--- src/rtl/bcd_scan_counter.sv ---
// rtl/bcd_scan_counter.sv - loadable up/down BCD counter with multiplexed 7-segment scan (optional leading-zero blanking: BCD_SCAN_BLANK_EN)
module bcd_scan_counter #(
    parameter int DIGITS   = 4,
    parameter int SCAN_DIV = 100000
) (
    input  logic                  clock,
    input  logic                  reset,
    input  logic                  enable,
    input  logic                  tick,
    input  logic                  up_dn,
    input  logic                  load,
    input  logic [4*DIGITS-1:0]   load_val,
    output logic [4*DIGITS-1:0]   count_bcd,
    output logic                  wrap,
    output logic [DIGITS-1:0]     an,
    output logic [6:0]            port_cc
);

    localparam int IDX_W = (DIGITS > 1) ? $clog2(DIGITS) : 1;
    localparam int PS_W  = $clog2(SCAN_DIV);

    localparam logic [PS_W-1:0]  PS_LAST  = PS_W'(SCAN_DIV - 1);
    localparam logic [IDX_W-1:0] IDX_LAST = IDX_W'(DIGITS - 1);

    localparam logic [6:0] SEG_ZERO  = 7'b1000000;
    localparam logic [6:0] SEG_BLANK = 7'b1111111;

    // Segment pattern {g,f,e,d,c,b,a}, active low
    function automatic logic [6:0] seg_code(input logic [3:0] d);
        case (d)
            4'd0:    seg_code = 7'b1000000;
            4'd1:    seg_code = 7'b1111001;
            4'd2:    seg_code = 7'b0100100;
            4'd3:    seg_code = 7'b0110000;
            4'd4:    seg_code = 7'b0011001;
            4'd5:    seg_code = 7'b0010010;
            4'd6:    seg_code = 7'b0000010;
            4'd7:    seg_code = 7'b1111000;
            4'd8:    seg_code = 7'b0000000;
            4'd9:    seg_code = 7'b0010000;
            default: seg_code = SEG_BLANK;
        endcase
    endfunction

    logic [4*DIGITS-1:0] load_clamped;
    logic [4*DIGITS-1:0] count_stepped;
    logic                step_wrap;

    logic [PS_W-1:0]     scan_ps;
    logic [IDX_W-1:0]    scan_idx;
    logic                scan_tc;
    logic [IDX_W-1:0]    scan_idx_next;

    logic [3:0]          sel_digit;
    logic [6:0]          seg_next;

    // Load value with any non-decimal nibble clamped to 9
    always_comb begin
        load_clamped = '0;
        for (int i = 0; i < DIGITS; i++) begin
            if (load_val[4*i +: 4] > 4'd9)
                load_clamped[4*i +: 4] = 4'd9;
            else
                load_clamped[4*i +: 4] = load_val[4*i +: 4];
        end
    end

    // One decimal step with ripple carry/borrow; a carry out of the top digit is the wrap
    always_comb begin
        logic       chain;
        logic [3:0] d;
        count_stepped = '0;
        chain         = 1'b1;
        d             = 4'd0;
        for (int i = 0; i < DIGITS; i++) begin
            d = count_bcd[4*i +: 4];
            if (!chain) begin
                count_stepped[4*i +: 4] = d;
            end else if (up_dn) begin
                if (d >= 4'd9) begin
                    count_stepped[4*i +: 4] = 4'd0;
                end else begin
                    count_stepped[4*i +: 4] = d + 4'd1;
                    chain = 1'b0;
                end
            end else begin
                if (d == 4'd0) begin
                    count_stepped[4*i +: 4] = 4'd9;
                end else begin
                    count_stepped[4*i +: 4] = d - 4'd1;
                    chain = 1'b0;
                end
            end
        end
        step_wrap = chain;
    end

    // Count register: reset, then load, then enabled tick; wrap is a single-cycle pulse
    always_ff @(posedge clock) begin
        if (!reset) begin
            count_bcd <= '0;
            wrap      <= 1'b0;
        end else if (load) begin
            count_bcd <= load_clamped;
            wrap      <= 1'b0;
        end else if (enable && tick) begin
            count_bcd <= count_stepped;
            wrap      <= step_wrap;
        end else begin
            wrap      <= 1'b0;
        end
    end

    // Next scan position, advancing on prescaler terminal count
    always_comb begin
        scan_tc       = (scan_ps == PS_LAST);
        scan_idx_next = scan_idx;
        if (scan_tc) begin
            if (scan_idx == IDX_LAST)
                scan_idx_next = '0;
            else
                scan_idx_next = scan_idx + IDX_W'(1);
        end
    end

    // Free-running prescaler, scan index and anode select (anode tracks the index it is registered with)
    always_ff @(posedge clock) begin
        if (!reset) begin
            scan_ps  <= '0;
            scan_idx <= '0;
            an       <= ~DIGITS'(1);
        end else begin
            scan_ps  <= scan_tc ? '0 : scan_ps + PS_W'(1);
            scan_idx <= scan_idx_next;
            an       <= ~(DIGITS'(1) << scan_idx_next);
        end
    end

    // Digit currently under scan and its segment pattern
    always_comb begin
        sel_digit = count_bcd[3:0];
        for (int i = 0; i < DIGITS; i++) begin
            if (scan_idx == IDX_W'(i))
                sel_digit = count_bcd[4*i +: 4];
        end
    end

`ifdef BCD_SCAN_BLANK_EN
    logic [DIGITS-1:0] lead_zero;

    // lead_zero[i] is set when digit i and every digit above it are zero; digit 0 is never blanked
    always_comb begin
        logic z;
        z         = 1'b1;
        lead_zero = '0;
        for (int i = DIGITS - 1; i >= 0; i--) begin
            z            = z & (count_bcd[4*i +: 4] == 4'd0);
            lead_zero[i] = z;
        end
        seg_next = seg_code(sel_digit);
        if (scan_idx != '0 && lead_zero[scan_idx])
            seg_next = SEG_BLANK;
    end
`else
    // Every digit is displayed, leading zeros included
    always_comb begin
        seg_next = seg_code(sel_digit);
    end
`endif

    // Registered segment output, one cycle behind index/count
    always_ff @(posedge clock) begin
        if (!reset)
            port_cc <= SEG_ZERO;
        else
            port_cc <= seg_next;
    end

endmodule

--- config.mk ---
export PLATFORM = sky130hd
export DESIGN_NAME = bcd_scan_counter
export DESIGN_NICKNAME = d
export VERILOG_FILES = /design/src/rtl/bcd_scan_counter.sv
export SDC_FILE = /design/constraint.sdc
export NUM_CORES = 1
export LEC_CHECK = 0
export ABC_AREA = 1
export CORE_UTILIZATION = 45
export CTS_CLUSTER_DIAMETER = 100
export DETAILED_ROUTE_END_ITERATION = 8
export MAX_ROUTING_LAYER = met4
export PLACE_DENSITY = 0.8
export SKIP_CTS_REPAIR_TIMING = 1
export SYNTH_ARGS = -nofsm -noshare
export SYNTH_HDL_FRONTEND = slang
export SYNTH_SLANG_ARGS = --single-unit
--- constraint.sdc ---
create_clock -name clock -period 2.2 [get_ports clock]
set_input_delay 0.44 -clock clock [delete_from_list [all_inputs] [get_ports clock]]
set_output_delay 0.44 -clock clock [all_outputs]
set_load 0.05 [all_outputs]
==> out/summary.md, run 1 <==
• endpoint required time on the critical path: 1.76 ns
• main area contributors after synthesis: dfxtp_1, nand2_1, nand3_1
• Post-Syn Nets: 528
• number of buffer and inverter instances along the worst setup path: 1
• relative slew slack: 0.650
• CP endpoint kind: primary output
• aggregate routed wire length: 7430 um
• DPL Wire Length: 5750 um
• RSZ-0062 raised after global routing: false
• clock-pin slew reported for the worst setup and hold paths after clock tree synthesis: 0.09 ns
• final hold viol count: 0
• clock buffer count from CTS: 5
• average wire length per cell after detail routing: 11.6 um
• FFs w/ async S/R, synth: 0
• GRT Util Overall: 0.211
• arrival time worst endpoint: 1.68 ns
• period utilisation layout: 0.966
• Least-Margin Pin Slew: 0.523 ns
• library cell with the largest summed area after synthesis: dfxtp_1
• net total in the final layout: 584
• Pre-Repair DR Iteration Count: 4
• DRC violation count after routing: 0
• die height: 86.5 um
• CTS tree: yes
• Design Power: 2360 uW
• proportion of netlist area held by the largest area contributor: 0.293
• Post-Route Setup TNS: 0 ns
• register area: 941 um^2
• total number of cells along the worst setup path: 1
• critical path type: reg2out
• cell with the biggest individual delay on the critical path: clkdlybuf4s50_1
• final setup violation count: 0
• insertion delay of the later-clocked pin in the worst-skew pair: 0.30 ns
• area enclosed by the die boundary: 0.00749 mm^2
• CP peak stage delay: 0.88 ns
• Final Max Slew Viols: 0
• outcome: complete, no violations
• number of nets with antenna violations after detailed routing: 0
• Clock H-tree levels: 2
• Inserted Diodes: 0
• area delta synth->final: 23.4%
• gate count after technology mapping: 486
• max-cap viol count: 0
• # fillers: 667
• sort of element at the start of the critical path: flop
• final weighted congestion of routability-driven global placement: 0.941
• share of final-layout standard cells stronger than drive strength 1: 0.109
• synthesized area per cell: 6.62 um^2
• via count of the first global-routing pass: 2881
• post-synthesis instance area: 0.00322 mm^2
• maximum number of pins on one net before global-route repair: 17
• critical path cell sequence: clkdlybuf4s50_1
• boundary pin count: 50
• P per Cell Area: 594 mW/mm^2
• multi-input gate area in the final layout: 0.00198 mm^2
• hold path depth: 1
• residual overflow from global routing: 0
• first-pass GRT wire length: 12400 um
• number of vias after detailed routing: 3208
• core box area: 0.00683 mm^2
• worst reg2reg path depth: 9
• cell at the root of the clock tree: clkbuf_8
• worst-case vdd ir drop: 0.307 mV
• class of the worst hold path: reg2reg
• static leakage power: 0.00178 uW
• Ys Warns: 0
• kind of cell adding the most delay to the critical path: buffers and inverters
• top flip-flop cell by instance count after synthesis: dfxtp_1
• portion of the post-synthesis area used by sequential elements: 0.293
• largest clock skew in the final design: 0.00358 ns
• maximum fanout along the worst path: 8
• average via count per standard cell: 5.02
• CTS sink count: 47
• number of antenna violations at the first check in global routing: 0
• # port buffers: 49
• post-synthesis cell type count: 38
• number of buffers on the longest clock path: 2
• Initial Util: 0.471
• post-layout minimum cycle time: 2.12 ns
• number of flops mapped to enable cells by yosys: 0
• number of synthesized register bits: 47
• peak clock frequency supported by timing: 471 MHz
• horizontal die dimension: 86.5 um
• 1st-iter DRT viols: 148
• number of placement rows: 30
-- where the power goes --
part | leakage, uW | total, uW | internal, uW | switching, uW
clock network | 0.0000618 | 683 | 374 | 309
registers | 0.000384 | 949 | 895 | 53.2
logic | 0.00133 | 727 | 263 | 464
-- metrics by stage --
| step | setup slack [ns] | cells | util | hold WS (ns) | cell area (um^2) |
|---|---|---|---|---|---|
| floorplan | 0.156 | 486 | - | 0.430 | 3220 |
| global placement | 0.123 | 631 | 0.563 | 0.445 | 3850 |
| detailed placement | 0.124 | 631 | 0.563 | 0.458 | 3850 |
| CTS | 0.0761 | 639 | 0.581 | 0.480 | 3970 |
| global route | 0.0105 | 639 | 0.581 | 0.507 | 3970 |
| finish | 0.0759 | 639 | 0.581 | 0.472 | 3970 |
-- cell families after synthesis --
| family | Yosys count | share of synthesized area |
|---|---|---|
| xor+xnor | 10 | 0.0272 |
| fa+ha+maj | 20 | 0.0778 |
| simple gates | 263 | 0.382 |
| buf+inv | 74 | 0.0918 |
| flops | 47 | 0.293 |
| compound gates | 72 | 0.129 |
-- cells in the mapped netlist (7+ instances only) --
cell type and n:
a21oi_1 29, inv_2 7, inv_1 56, nand3_1 53, o211ai_1 7, ha_1 20
nand2_1 112, nor2_1 50, nand2_2 11, nor2_2 9, o21ai_0 24, buf_2 7
dfxtp_1 47, xor2_1 8, nand4_1 8
-- area by class of cell --
cell class | count | area share
clock buffer | 6 | 0.0208
clock inverter | 2 | 0.00977
inverter | 65 | 0.0627
multi-input combinational | 365 | 0.499
sequential | 47 | 0.237
tap | 96 | 0.0303
timing repair buffer | 58 | 0.141
-- per-layer routing --
metal / up-vias / routed length [um] / track usage
met5: - / 0 / -
met4: 0 / 89 / 0.0561
met3: 9 / 350 / 0.0333
met2: 70 / 3650 / 0.373
met1: 1437 / 3330 / 0.248
li1: 1692 / - / -
-- worst paths after layout --
kind                  from       endpoint  slack [ns]
max          count_bcd[11]  count_bcd[11]        0.08
min             scan_ps[0]     scan_ps[0]        0.47
max reg2reg    scan_idx[0]     port_cc[3]        0.22
min reg2reg     scan_ps[0]     scan_ps[0]        0.47
-- state kept, by name, indices dropped and copies added (netlist names) --
signal,cells
port_cc,7
scan_ps,17
count_bcd,16
an,4
wrap,1
scan_idx,2
-- cell usage in the layout, fill, tap and decap left out, types with 3 or more instances in the layout --
| master | n |
|---|---|
| nor2_1 | 50 |
| nor3_1 | 4 |
| nand3_2 | 4 |
| clkbuf_8 | 6 |
| nand2_1 | 112 |
| inv_2 | 7 |
| o21ai_2 | 3 |
| clkdlybuf4s50_1 | 49 |
| a31oi_1 | 4 |
| o21ai_0 | 24 |
| o211ai_1 | 7 |
| ha_1 | 20 |
| xor2_1 | 8 |
| a21oi_1 | 29 |
| nand2_2 | 11 |
| nand4_1 | 8 |
| nand3_1 | 53 |
| dfxtp_1 | 47 |
| buf_4 | 9 |
| nor2_2 | 9 |
| inv_1 | 56 |
No activity file was read; power rests on OpenSTA's default activity.
==> inputs of run 2 (changes only) <==
--- a/config.mk
+++ b/config.mk
@@ -6,6 +6,7 @@
 export NUM_CORES = 1
 export LEC_CHECK = 0
 export ABC_AREA = 1
+export CORE_MARGIN = 4
 export CORE_UTILIZATION = 45
 export CTS_CLUSTER_DIAMETER = 100
 export DETAILED_ROUTE_END_ITERATION = 8
==> run 2 against run 1 <==
Core utilization fell by 0.39 points. Cell area decreased by 0.13%. Combinational power about the same. Sequential power barely moved. First-iteration DRC count down 16%. Routed wire length up 5.6%. Setup slack lost 0.0055 ns.
==> out/summary.md, run 2 (same netlist as run 1, synthesis figures left out) <==
• outcome: complete, no violations
• Inserted Diodes: 0
• DPL Wire Length: 6200 um
• number of buffer and inverter instances along the worst setup path: 1
• Pre-Repair DR Iteration Count: 4
• cell with the biggest individual delay on the critical path: clkdlybuf4s50_1
• relative slew slack: 0.639
• clock-pin slew reported for the worst setup and hold paths after clock tree synthesis: 0.09 ns
• critical path cell sequence: clkdlybuf4s50_1
• Final Max Slew Viols: 0
• clock buffer count from CTS: 5
• period utilisation layout: 0.968
• number of antenna violations at the first check in global routing: 0
• largest clock skew in the final design: 0.00736 ns
• met3 WL: 409 um
• # port buffers: 49
• maximum fanout along the worst path: 8
• CP endpoint kind: primary output
• boundary pin count: 50
• arrival time worst endpoint: 1.69 ns
• kind of cell adding the most delay to the critical path: buffers and inverters
• Least-Margin Pin Slew: 0.540 ns
• share of final-layout standard cells stronger than drive strength 1: 0.107
• crit path capture: count_bcd[15]
• number of placement rows: 30
• register with the most flip-flops: scan_ps
• number of nets with antenna violations after detailed routing: 0
• core box area: 0.00687 mm^2
• average wire length per cell after detail routing: 12.3 um
• startpoint of the most critical setup path: count_bcd[15]
• P per Cell Area: 594 mW/mm^2
• insertion delay of the later-clocked pin in the worst-skew pair: 0.30 ns
• worst reg2reg setup slack: 0.20 ns
• post-layout minimum cycle time: 2.13 ns
• max-cap viol count: 0
• # fillers: 632
• CP peak stage delay: 0.87 ns
• startpoint of the worst register-to-register path: scan_idx[0]
• Post-Route Setup TNS: 0 ns
• cell at the root of the clock tree: clkbuf_8
• endpoint required time on the critical path: 1.76 ns
• peak clock frequency supported by timing: 470 MHz
• net total in the final layout: 583
• Initial Util: 0.468
• area enclosed by the die boundary: 0.00856 mm^2
• number of vias after detailed routing: 3253
• final worst setup slack: 0.0704 ns
• final setup violation count: 0
• worst reg2reg path depth: 9
• final hold viol count: 0
• via count of the first global-routing pass: 3092
• RSZ-0062 raised after global routing: false
• maximum number of pins on one net before global-route repair: 21
• average via count per standard cell: 5.10
• number of flip-flops in the largest register: 17
• Clock H-tree levels: 2
• number of buffers on the longest clock path: 2
• most common cell after layout, fill and taps aside: nand2_1
• top library cells by usage in the layout, fill and taps aside: nand2_1, inv_1, nand3_1
• post-route met1 wirelength: 3380 um
• static leakage power: 0.00179 uW
• metal2 WL: 3880 um
• die height: 92.5 um
• residual overflow from global routing: 0
• pre-CTS setup slack: 0.180 ns
• first-pass GRT wire length: 13500 um
• top layer in use: met4
• area delta synth->final: 23.3%
• aggregate routed wire length: 7840 um
• class of the worst hold path: reg2reg
• CTS sink count: 47
• total number of cells along the worst setup path: 1
• critical path type: reg2out
• sort of element at the start of the critical path: flop
• DRC violation count after routing: 0
• worst reg2reg endpoint: port_cc[4]
• CTS tree: yes
• worst-case vdd ir drop: 0.283 mV
• horizontal die dimension: 92.5 um
• final weighted congestion of routability-driven global placement: 0.962
• 1st-iter DRT viols: 125
• largest registers ranked by flip-flop count: scan_ps (17), count_bcd (16), port_cc (7)
• GRT Util Overall: 0.195
run 2: cell types whose count changed in the layout (fill, tap and decap cells not counted):
cell,before,now
buf_4,9,8
clkdlybuf4s50_1,49,48
dlymetal6s2s_1,0,1
run 2: how the worst min path moves through the flow:
stage,startpoint,slack [ns],to,cells past startpoint
floorplan,scan_ps[0],0.43,scan_ps[0],1
global placement,scan_ps[0],0.44,scan_ps[0],1
detailed placement,scan_ps[0],0.46,scan_ps[0],1
CTS,scan_ps[0],0.48,scan_ps[0],1
global route,scan_ps[0],0.51,scan_ps[0],1
finish,scan_ps[0],0.47,scan_ps[0],1
run 2: through the flow:
step	hold slack [ns]	util	instances	total power [uW]	area, um^2
floorplan	0.430	-	486	1470	3220
global placement	0.443	0.559	630	1680	3840
detailed placement	0.459	0.559	630	1690	3840
CTS	0.479	0.577	638	2370	3960
global route	0.508	0.577	638	2490	3960
finish	0.470	0.577	638	2350	3960
run 2: where the power goes:
part           leakage, uW  switching (uW)  total (uW)  internal (uW)
Sequential        0.000384            56.6         952            895
Clock            0.0000618             304         677            374
Combinational      0.00134             463         724            261
run 2: final cells by class:
type	count	area, um^2	area share
multi-input combinational	365	1980	0.499
sequential	47	941	0.237
timing repair buffer	57	553	0.140
inverter	65	249	0.0628
tap	96	120	0.0303
clock buffer	6	82.6	0.0208
clock inverter	2	38.8	0.00979
run 2: layer usage:
layer / global-route usage / vias up
met5: - / -
met4: 0.0767 / 0
met3: 0.0374 / 15
met2: 0.331 / 80
met1: 0.228 / 1474
li1: - / 1684
